**src/rtl/fuzzy_mf_sched_pkg.sv**
```systemverilog
// Shared types and constants for the fuzzy membership-function scheduler.
// Holds the set index, FSM encoding, trapezoid parameter record and reset defaults.
package fuzzy_mf_sched_pkg;

    localparam int N_SETS = 3;

    typedef enum logic [1:0] {
        SET_NEG  = 2'd0,
        SET_ZERO = 2'd1,
        SET_POS  = 2'd2
    } set_idx_t;

    localparam logic [1:0] SET_LAST = 2'(N_SETS - 1);

    typedef logic [1:0] fsm_state_t;
    localparam fsm_state_t ST_IDLE = 2'd0;
    localparam fsm_state_t ST_EVAL = 2'd1;
    localparam fsm_state_t ST_DONE = 2'd2;

    localparam logic [15:0] MU_ONE       = 16'h7FFF;
    localparam logic [3:0]  CFG_ADDR_MAX = 4'd11;

    typedef struct packed {
        logic signed [7:0] a;
        logic signed [7:0] b;
        logic signed [7:0] c;
        logic signed [7:0] d;
    } trap_param_t;

    localparam trap_param_t DEF_NEG  = '{a: 8'sh80, b: 8'sh80, c: 8'shC0, d: 8'sh00};
    localparam trap_param_t DEF_ZERO = '{a: 8'shC0, b: 8'sh00, c: 8'sh00, d: 8'sh40};
    localparam trap_param_t DEF_POS  = '{a: 8'sh00, b: 8'sh40, c: 8'sh7F, d: 8'sh7F};

    function automatic trap_param_t set_field(input trap_param_t p, input logic [1:0] f,
                                              input logic signed [7:0] v);
        trap_param_t r;
        r = p;
        case (f)
            2'd0:    r.a = v;
            2'd1:    r.b = v;
            2'd2:    r.c = v;
            default: r.d = v;
        endcase
        return r;
    endfunction

endpackage

```
**src/rtl/fuzzy_mf_sched_if.sv**
```systemverilog
// Sample/result handshake and configuration bus of the membership-function scheduler.
interface fuzzy_mf_sched_if;
    logic              cfg_we;
    logic [3:0]        cfg_addr;
    logic signed [7:0] cfg_wdata;
    logic              cfg_err;
    logic              in_valid;
    logic              in_ready;
    logic signed [7:0] x_in;
    logic              out_valid;
    logic              out_ready;
    logic [15:0]       mu_neg;
    logic [15:0]       mu_zero;
    logic [15:0]       mu_pos;
    logic              busy;

    modport slave (
        input  cfg_we, cfg_addr, cfg_wdata, in_valid, x_in, out_ready,
        output cfg_err, in_ready, out_valid, mu_neg, mu_zero, mu_pos, busy
    );

    modport master (
        output cfg_we, cfg_addr, cfg_wdata, in_valid, x_in, out_ready,
        input  cfg_err, in_ready, out_valid, mu_neg, mu_zero, mu_pos, busy
    );
endinterface

```
**src/rtl/fuzzy_mf_sched_trap.sv**
```systemverilog
// Combinational trapezoidal membership function, Q1.15 result, truncating division.
// Flat top [b,c] yields MU_ONE; outside (a,d) yields zero; slopes are linear.
module fuzzy_mf_sched_trap
    import fuzzy_mf_sched_pkg::*;
(
    input  logic signed [7:0] x,
    input  logic signed [7:0] a,
    input  logic signed [7:0] b,
    input  logic signed [7:0] c,
    input  logic signed [7:0] d,
    output logic [15:0]       mu
);

    logic [7:0] num_s;
    logic [7:0] den_s;

    // Differences never exceed 255 inside a slope, so 8-bit wraparound gives the exact magnitude.
    always_comb begin
        num_s = 8'd0;
        den_s = 8'd1;
        mu    = 16'd0;
        if ((x >= b) && (x <= c)) begin
            mu = MU_ONE;
        end else if ((x <= a) || (x >= d)) begin
            mu = 16'd0;
        end else if (x < b) begin
            num_s = 8'(x - a);
            den_s = 8'(b - a);
            mu    = 16'({num_s, 15'd0} / {15'd0, den_s});
        end else begin
            num_s = 8'(d - x);
            den_s = 8'(d - c);
            mu    = 16'({num_s, 15'd0} / {15'd0, den_s});
        end
    end

endmodule

```
**src/rtl/fuzzy_mf_sched.sv**
```systemverilog
// Evaluates neg/zero/pos membership of one captured sample by time-multiplexing
// a single trapezoid over the three parameter sets; results held until consumed.
module fuzzy_mf_sched
    import fuzzy_mf_sched_pkg::*;
(
    input  logic            clk,
    input  logic            rst,
    fuzzy_mf_sched_if.slave bus
);

    fsm_state_t        state_r;
    set_idx_t          idx_r;
    logic signed [7:0] x_r;
    trap_param_t       neg_r, zero_r, pos_r, sel_s;
    logic [15:0]       mu_s, mu_neg_r, mu_zero_r, mu_pos_r;
    logic              out_valid_r, cfg_err_r;
    logic              accept_s, cfg_ok_s;

    function automatic set_idx_t next_idx(input set_idx_t i);
        case (i)
            SET_NEG:  return SET_ZERO;
            SET_ZERO: return SET_POS;
            default:  return SET_POS;
        endcase
    endfunction

    assign accept_s = (state_r == ST_IDLE) && bus.in_valid;
    assign cfg_ok_s = bus.cfg_we && (state_r == ST_IDLE) && (bus.cfg_addr <= CFG_ADDR_MAX);

    // Sequencer: capture, walk idx over the sets, then hold results until consumed.
    always_ff @(posedge clk or posedge rst) begin
        if (rst) begin
            state_r     <= ST_IDLE;
            idx_r       <= SET_NEG;
            x_r         <= 8'sd0;
            out_valid_r <= 1'b0;
        end else begin
            case (state_r)
                ST_IDLE: begin
                    if (accept_s) begin
                        state_r <= ST_EVAL;
                        idx_r   <= SET_NEG;
                        x_r     <= bus.x_in;
                    end
                end
                ST_EVAL: begin
                    if (idx_r == SET_LAST) begin
                        state_r     <= ST_DONE;
                        idx_r       <= SET_NEG;
                        out_valid_r <= 1'b1;
                    end else begin
                        idx_r <= next_idx(idx_r);
                    end
                end
                ST_DONE: begin
                    if (bus.out_ready) begin
                        state_r     <= ST_IDLE;
                        out_valid_r <= 1'b0;
                    end
                end
                default: begin
                    state_r     <= ST_IDLE;
                    idx_r       <= SET_NEG;
                    out_valid_r <= 1'b0;
                end
            endcase
        end
    end

    // Parameter select feeding the shared trapezoid.
    always_comb begin
        sel_s = neg_r;
        case (idx_r)
            SET_NEG:  sel_s = neg_r;
            SET_ZERO: sel_s = zero_r;
            SET_POS:  sel_s = pos_r;
            default:  sel_s = neg_r;
        endcase
    end

    fuzzy_mf_sched_trap u_trap (
        .x  (x_r),
        .a  (sel_s.a),
        .b  (sel_s.b),
        .c  (sel_s.c),
        .d  (sel_s.d),
        .mu (mu_s)
    );

    // Result registers; sets not yet visited in this pass keep their old value.
    always_ff @(posedge clk or posedge rst) begin
        if (rst) begin
            mu_neg_r  <= 16'd0;
            mu_zero_r <= 16'd0;
            mu_pos_r  <= 16'd0;
        end else if (state_r == ST_EVAL) begin
            case (idx_r)
                SET_NEG:  mu_neg_r  <= mu_s;
                SET_ZERO: mu_zero_r <= mu_s;
                SET_POS:  mu_pos_r  <= mu_s;
                default:  mu_pos_r  <= mu_pos_r;
            endcase
        end
    end

    // Parameter file writes (IDLE only) and rejected-write pulse.
    always_ff @(posedge clk or posedge rst) begin
        if (rst) begin
            neg_r     <= DEF_NEG;
            zero_r    <= DEF_ZERO;
            pos_r     <= DEF_POS;
            cfg_err_r <= 1'b0;
        end else begin
            cfg_err_r <= bus.cfg_we && !cfg_ok_s;
            if (cfg_ok_s) begin
                case (bus.cfg_addr[3:2])
                    2'd0:    neg_r  <= set_field(neg_r,  bus.cfg_addr[1:0], bus.cfg_wdata);
                    2'd1:    zero_r <= set_field(zero_r, bus.cfg_addr[1:0], bus.cfg_wdata);
                    2'd2:    pos_r  <= set_field(pos_r,  bus.cfg_addr[1:0], bus.cfg_wdata);
                    default: pos_r  <= pos_r;
                endcase
            end
        end
    end

    assign bus.in_ready  = (state_r == ST_IDLE);
    assign bus.busy      = (state_r != ST_IDLE);
    assign bus.out_valid = out_valid_r;
    assign bus.cfg_err   = cfg_err_r;
    assign bus.mu_neg    = mu_neg_r;
    assign bus.mu_zero   = mu_zero_r;
    assign bus.mu_pos    = mu_pos_r;

endmodule

```
**src/flat_wrapper.sv**
```systemverilog
// flat-port wrapper written by rule: the top's interface ports become plain ports
module fuzzy_mf_sched_flat import fuzzy_mf_sched_pkg::*;
  (clk, rst, bus_cfg_we, bus_cfg_addr, bus_cfg_wdata, bus_in_valid, bus_x_in, bus_out_ready, bus_cfg_err, bus_in_ready, bus_out_valid, bus_mu_neg, bus_mu_zero, bus_mu_pos, bus_busy);
  fuzzy_mf_sched_if bus_i ();
  input  logic clk;
  input  logic rst;
  input wire logic [$bits(bus_i.cfg_we)-1:0] bus_cfg_we;
  input wire logic [$bits(bus_i.cfg_addr)-1:0] bus_cfg_addr;
  input wire logic [$bits(bus_i.cfg_wdata)-1:0] bus_cfg_wdata;
  input wire logic [$bits(bus_i.in_valid)-1:0] bus_in_valid;
  input wire logic [$bits(bus_i.x_in)-1:0] bus_x_in;
  input wire logic [$bits(bus_i.out_ready)-1:0] bus_out_ready;
  output wire logic [$bits(bus_i.cfg_err)-1:0] bus_cfg_err;
  output wire logic [$bits(bus_i.in_ready)-1:0] bus_in_ready;
  output wire logic [$bits(bus_i.out_valid)-1:0] bus_out_valid;
  output wire logic [$bits(bus_i.mu_neg)-1:0] bus_mu_neg;
  output wire logic [$bits(bus_i.mu_zero)-1:0] bus_mu_zero;
  output wire logic [$bits(bus_i.mu_pos)-1:0] bus_mu_pos;
  output wire logic [$bits(bus_i.busy)-1:0] bus_busy;
  assign bus_i.cfg_we = bus_cfg_we;
  assign bus_i.cfg_addr = bus_cfg_addr;
  assign bus_i.cfg_wdata = bus_cfg_wdata;
  assign bus_i.in_valid = bus_in_valid;
  assign bus_i.x_in = bus_x_in;
  assign bus_i.out_ready = bus_out_ready;
  assign bus_cfg_err = bus_i.cfg_err;
  assign bus_in_ready = bus_i.in_ready;
  assign bus_out_valid = bus_i.out_valid;
  assign bus_mu_neg = bus_i.mu_neg;
  assign bus_mu_zero = bus_i.mu_zero;
  assign bus_mu_pos = bus_i.mu_pos;
  assign bus_busy = bus_i.busy;
  fuzzy_mf_sched u_core (.clk(clk), .rst(rst), .bus(bus_i));
endmodule
```
**config.mk**
```make
export PLATFORM = sky130hd
export DESIGN_NAME = fuzzy_mf_sched_flat
export DESIGN_NICKNAME = d
export VERILOG_FILES = /design/src/rtl/fuzzy_mf_sched_pkg.sv /design/src/rtl/fuzzy_mf_sched_if.sv /design/src/rtl/fuzzy_mf_sched_trap.sv /design/src/rtl/fuzzy_mf_sched.sv /design/src/flat_wrapper.sv
export SDC_FILE = /design/constraint.sdc
export NUM_CORES = 1
export LEC_CHECK = 0
export CELL_PAD_IN_SITES_DETAIL_PLACEMENT = 1
export CELL_PAD_IN_SITES_GLOBAL_PLACEMENT = 2
export CORE_MARGIN = 4
export CORE_UTILIZATION = 35
export CTS_CLUSTER_DIAMETER = 100
export DETAILED_ROUTE_END_ITERATION = 8
export GPL_TIMING_DRIVEN = 0
export MAX_ROUTING_LAYER = met4
export PLACE_DENSITY_LB_ADDON = 0.1
export SYNTH_ARGS = -nofsm -noshare
export SYNTH_HDL_FRONTEND = slang
export SYNTH_SLANG_ARGS = --single-unit
```
**constraint.sdc**
```tcl
create_clock -name clk -period 135.4 [get_ports clk]
set_clock_uncertainty 0.1 [all_clocks]
set_input_delay 27.08 -clock clk [delete_from_list [all_inputs] [get_ports clk]]
set_output_delay 27.08 -clock clk [all_outputs]
set_load 0.02 [all_outputs]
```
==> results.py <==
metrics = {
    "setup_path": {
        "r2r_cells": 287,
        "end_kind": "flop",
        "crit_top_cell": "a21oi_1",
        "cpPeakStageDelay_ns": 0.95,
        "r2r_start": "u_core.idx_r[0]",
        "r2r_end": "u_core.bus.mu_zero[0]",
        "crit_slowest_cell": "inv_1",
        "worstPathRequired_ns": 135.62,
        "cp_max_fo": 22,
        "reg2reg_setup_slack_ns": 67.19,
        "worstPathArrival_ns": 68.43,
        "crit_type": "flop to flop",
        "start_kind": "flop",
    },
    "cells_and_area": {
        "final_core_util": 0.385,
        "final_cell_area_um2": 35300,
        "layout-drive-gt1-share": 0.102,
        "nNetsFinal": 4776,
        "area_growth_syn_to_layout_pct": 9.32,
    },
    "logic_synthesis": {
        "synth_area_leaders": "ha_1, dfrtp_1, mux2_2",
        "synth_top_area_share": 0.127,
        "syn_avg_cell_area_um2": 7.49,
        "seq_area_frac_synth": 0.123,
        "synth.cell_area_um2": 32300,
        "synth_nets": 4675,
        "synthTopCellsByCount": "nor2_1, a21oi_1, nand2_1",
        "ys_warn_count": 0,
        "synth_enable_flop_cells": 0,
        "synth_area_leader_cell": "ha_1",
        "syn_inst": 4317,
        "ys_seq_elements": 158,
        "synth-async-reset-ratio": 1.00,
        "yosysUniqueCellTypes": 147,
        "yosysMostFrequentCell": "nor2_1",
        "ys.flop_type": "dfrtp_1",
    },
    "placed_design": {
        "dpl_worst_slack_ns": 67.12,
        "gp_congestion": 0.859,
        "dp_hpwl_mm": 98.8,
        "numPortBuffers": 74,
        "postPlaceCellArea_um2": 34700,
    },
    "detailed_routing": {
        "drt-initial-drc-count": 1848,
        "drt_wl_total_mm": 120,
        "avgViaCountPerCell": 5.94,
        "ant_nets": 0,
        "first_pass_iters": 5,
        "avgRoutedWirePerCell_um": 21.4,
        "vias": 33393,
        "drc": 0,
    },
    "clock_tree": {
        "cts_hold_buf": 0,
        "cts_made_buffers": 17,
        "cts_root_buf": "clkbuf_16",
        "cts_buffer_depth": 2,
        "clk_latency_ns": 0.47,
        "path_clk_slew_ns": 0.09,
        "post_cts_buffers": 0,
        "cts_tree": "built",
        "cts_max_level": 4,
        "cts_resized": 0,
        "numClockSinks": 158,
    },
    "grt": {
        "grt_pass1_vias": 33874,
        "grt-ovfl-total": 0,
        "grt_use_total": 0.247,
        "antenna_found_initial": 8,
        "grt_start_max_net_pins": 86,
        "grt_pass1_wl_mm": 191,
    },
    "timing": {
        "slew_headroom": 0.166,
        "hold_viol": 0,
        "fin_ws_ns": 67.19,
        "tightest_slew_ns": 1.25,
        "slew_violations": 0,
        "setup_viol": 0,
        "fin_setup_tns_ns": 0,
        "fin_crit_ns": 68.21,
        "fmax_mhz": 14.7,
        "grt_setup_unrepaired": "no",
        "timing.final.crit_share": 0.504,
    },
    "job": {
        "max-cap-violations": 0,
    },
    "worst_hold_path": {
        "whs_endpoint": "u_core.bus.mu_zero[12]",
        "min_path_cells": 2,
        "hp-start": "u_core.bus.mu_zero[12]",
        "hold_path.class": "flop to flop",
    },
    "floorplanning": {
        "num_rows": 111,
        "initial_core_util": 0.353,
        "core_area_um2": 91700,
        "fp.dieH_um": 312,
        "die-area_um2": 97300,
        "io_pins": 77,
        "die_w_um": 312,
    },
    "outcome": {
        "outcome": "completed",
    },
}
-- final cells by class --
type                       count  area (um^2)
antenna                        1         2.50
buffer                       147          800
clock buffer                  17          425
clock inverter                15          188
fill                       11346        56300
inverter                     172          653
multi-input combinational   3840        26900
sequential                   158         3980
tap                         1186         1480
timing repair buffer          82          858
-- worst max-delay path by stage --
| stage | from | to | slack, ns | cells past startpoint |
|---|---|---|---|---|
| after floorplan | u_core.idx_r[0] | u_core.bus.mu_zero[0] | 82.51 | 287 |
| after global placement | u_core.idx_r[0] | u_core.bus.mu_zero[0] | 66.18 | 285 |
| after detailed placement | u_core.idx_r[0] | u_core.bus.mu_zero[0] | 67.12 | 286 |
| after CTS | u_core.idx_r[0] | u_core.bus.mu_zero[0] | 66.79 | 286 |
| after global routing | u_core.idx_r[0] | u_core.bus.mu_pos[0] | 60.54 | 287 |
| final | u_core.idx_r[0] | u_core.bus.mu_zero[0] | 67.19 | 287 |
-- worst max-delay path: cells and delay by family (launching register included) --
family	cells	cell delay (ns)
AOI/OAI and AO/OA	142	29.89
xor gates and xnor gates	1	0.26
adders and majority gates	24	7.77
buffers and inverters	30	9.31
DFF	1	0.39
muxes	9	2.58
and+or+nand+nor	81	17.56
-- metrics by stage --
| step | cells | hold slack (ns) |
|---|---|---|
| 3_5_place_dp | 5584 | 0.366 |
| 2_1_floorplan | 4317 | 0.355 |
| 3_3_place_gp | 5577 | 0.360 |
| 4_1_cts | 5616 | 0.385 |
| 5_1_grt | 5618 | 0.412 |
| 6_report | 5618 | 0.376 |
-- routing by layer --
layer	part of all wire	GRT usage
met4	0.0094	0.0304
met5	0	-
met2	0.45	0.402
met1	0.51	0.344
met3	0.028	0.0192
-- flip-flops by register name, indices dropped and copies added (netlist names) --
register	count
u_core.bus.cfg_err	1
u_core.bus.mu_neg	16
u_core.bus.mu_pos	16
u_core.bus.mu_zero	16
u_core.bus.out_valid	1
u_core.idx_r	2
u_core.neg_r	32
u_core.pos_r	32
u_core.state_r	2
u_core.x_r	8
u_core.zero_r	32
-- kinds of logic (layout without fill, tap and decap cells) --
logic type               after synthesis  in the layout  share of synthesized area
buffers and inverters                319            433                     0.0447
multiplexers                         216            216                     0.0740
AND/OR/NAND/NOR                     1539           1539                      0.241
other                                  0              1                          0
adder cells (fa/ha/maj)              336            336                      0.131
XOR/XNOR                             246            246                     0.0678
AO/OA/AOI/OAI                       1503           1503                      0.319
flip-flops                           158            158                      0.123
-- cell usage in the layout (no fill, tap or decap), types with 93 or more instances in the layout --
| cell type | count |
|---|---|
| xnor2_1 | 175 |
| nor2_1 | 426 |
| mux2_2 | 167 |
| inv_1 | 168 |
| ha_1 | 329 |
| nor3_1 | 146 |
| dfrtp_1 | 136 |
| o21a_1 | 101 |
| nand2_1 | 337 |
| a21oi_1 | 355 |
| o21ai_0 | 278 |
| nand3_1 | 93 |
Power is not shown: default switching activity piles up to over one toggle a cycle in this logic, so the estimate is an artifact.
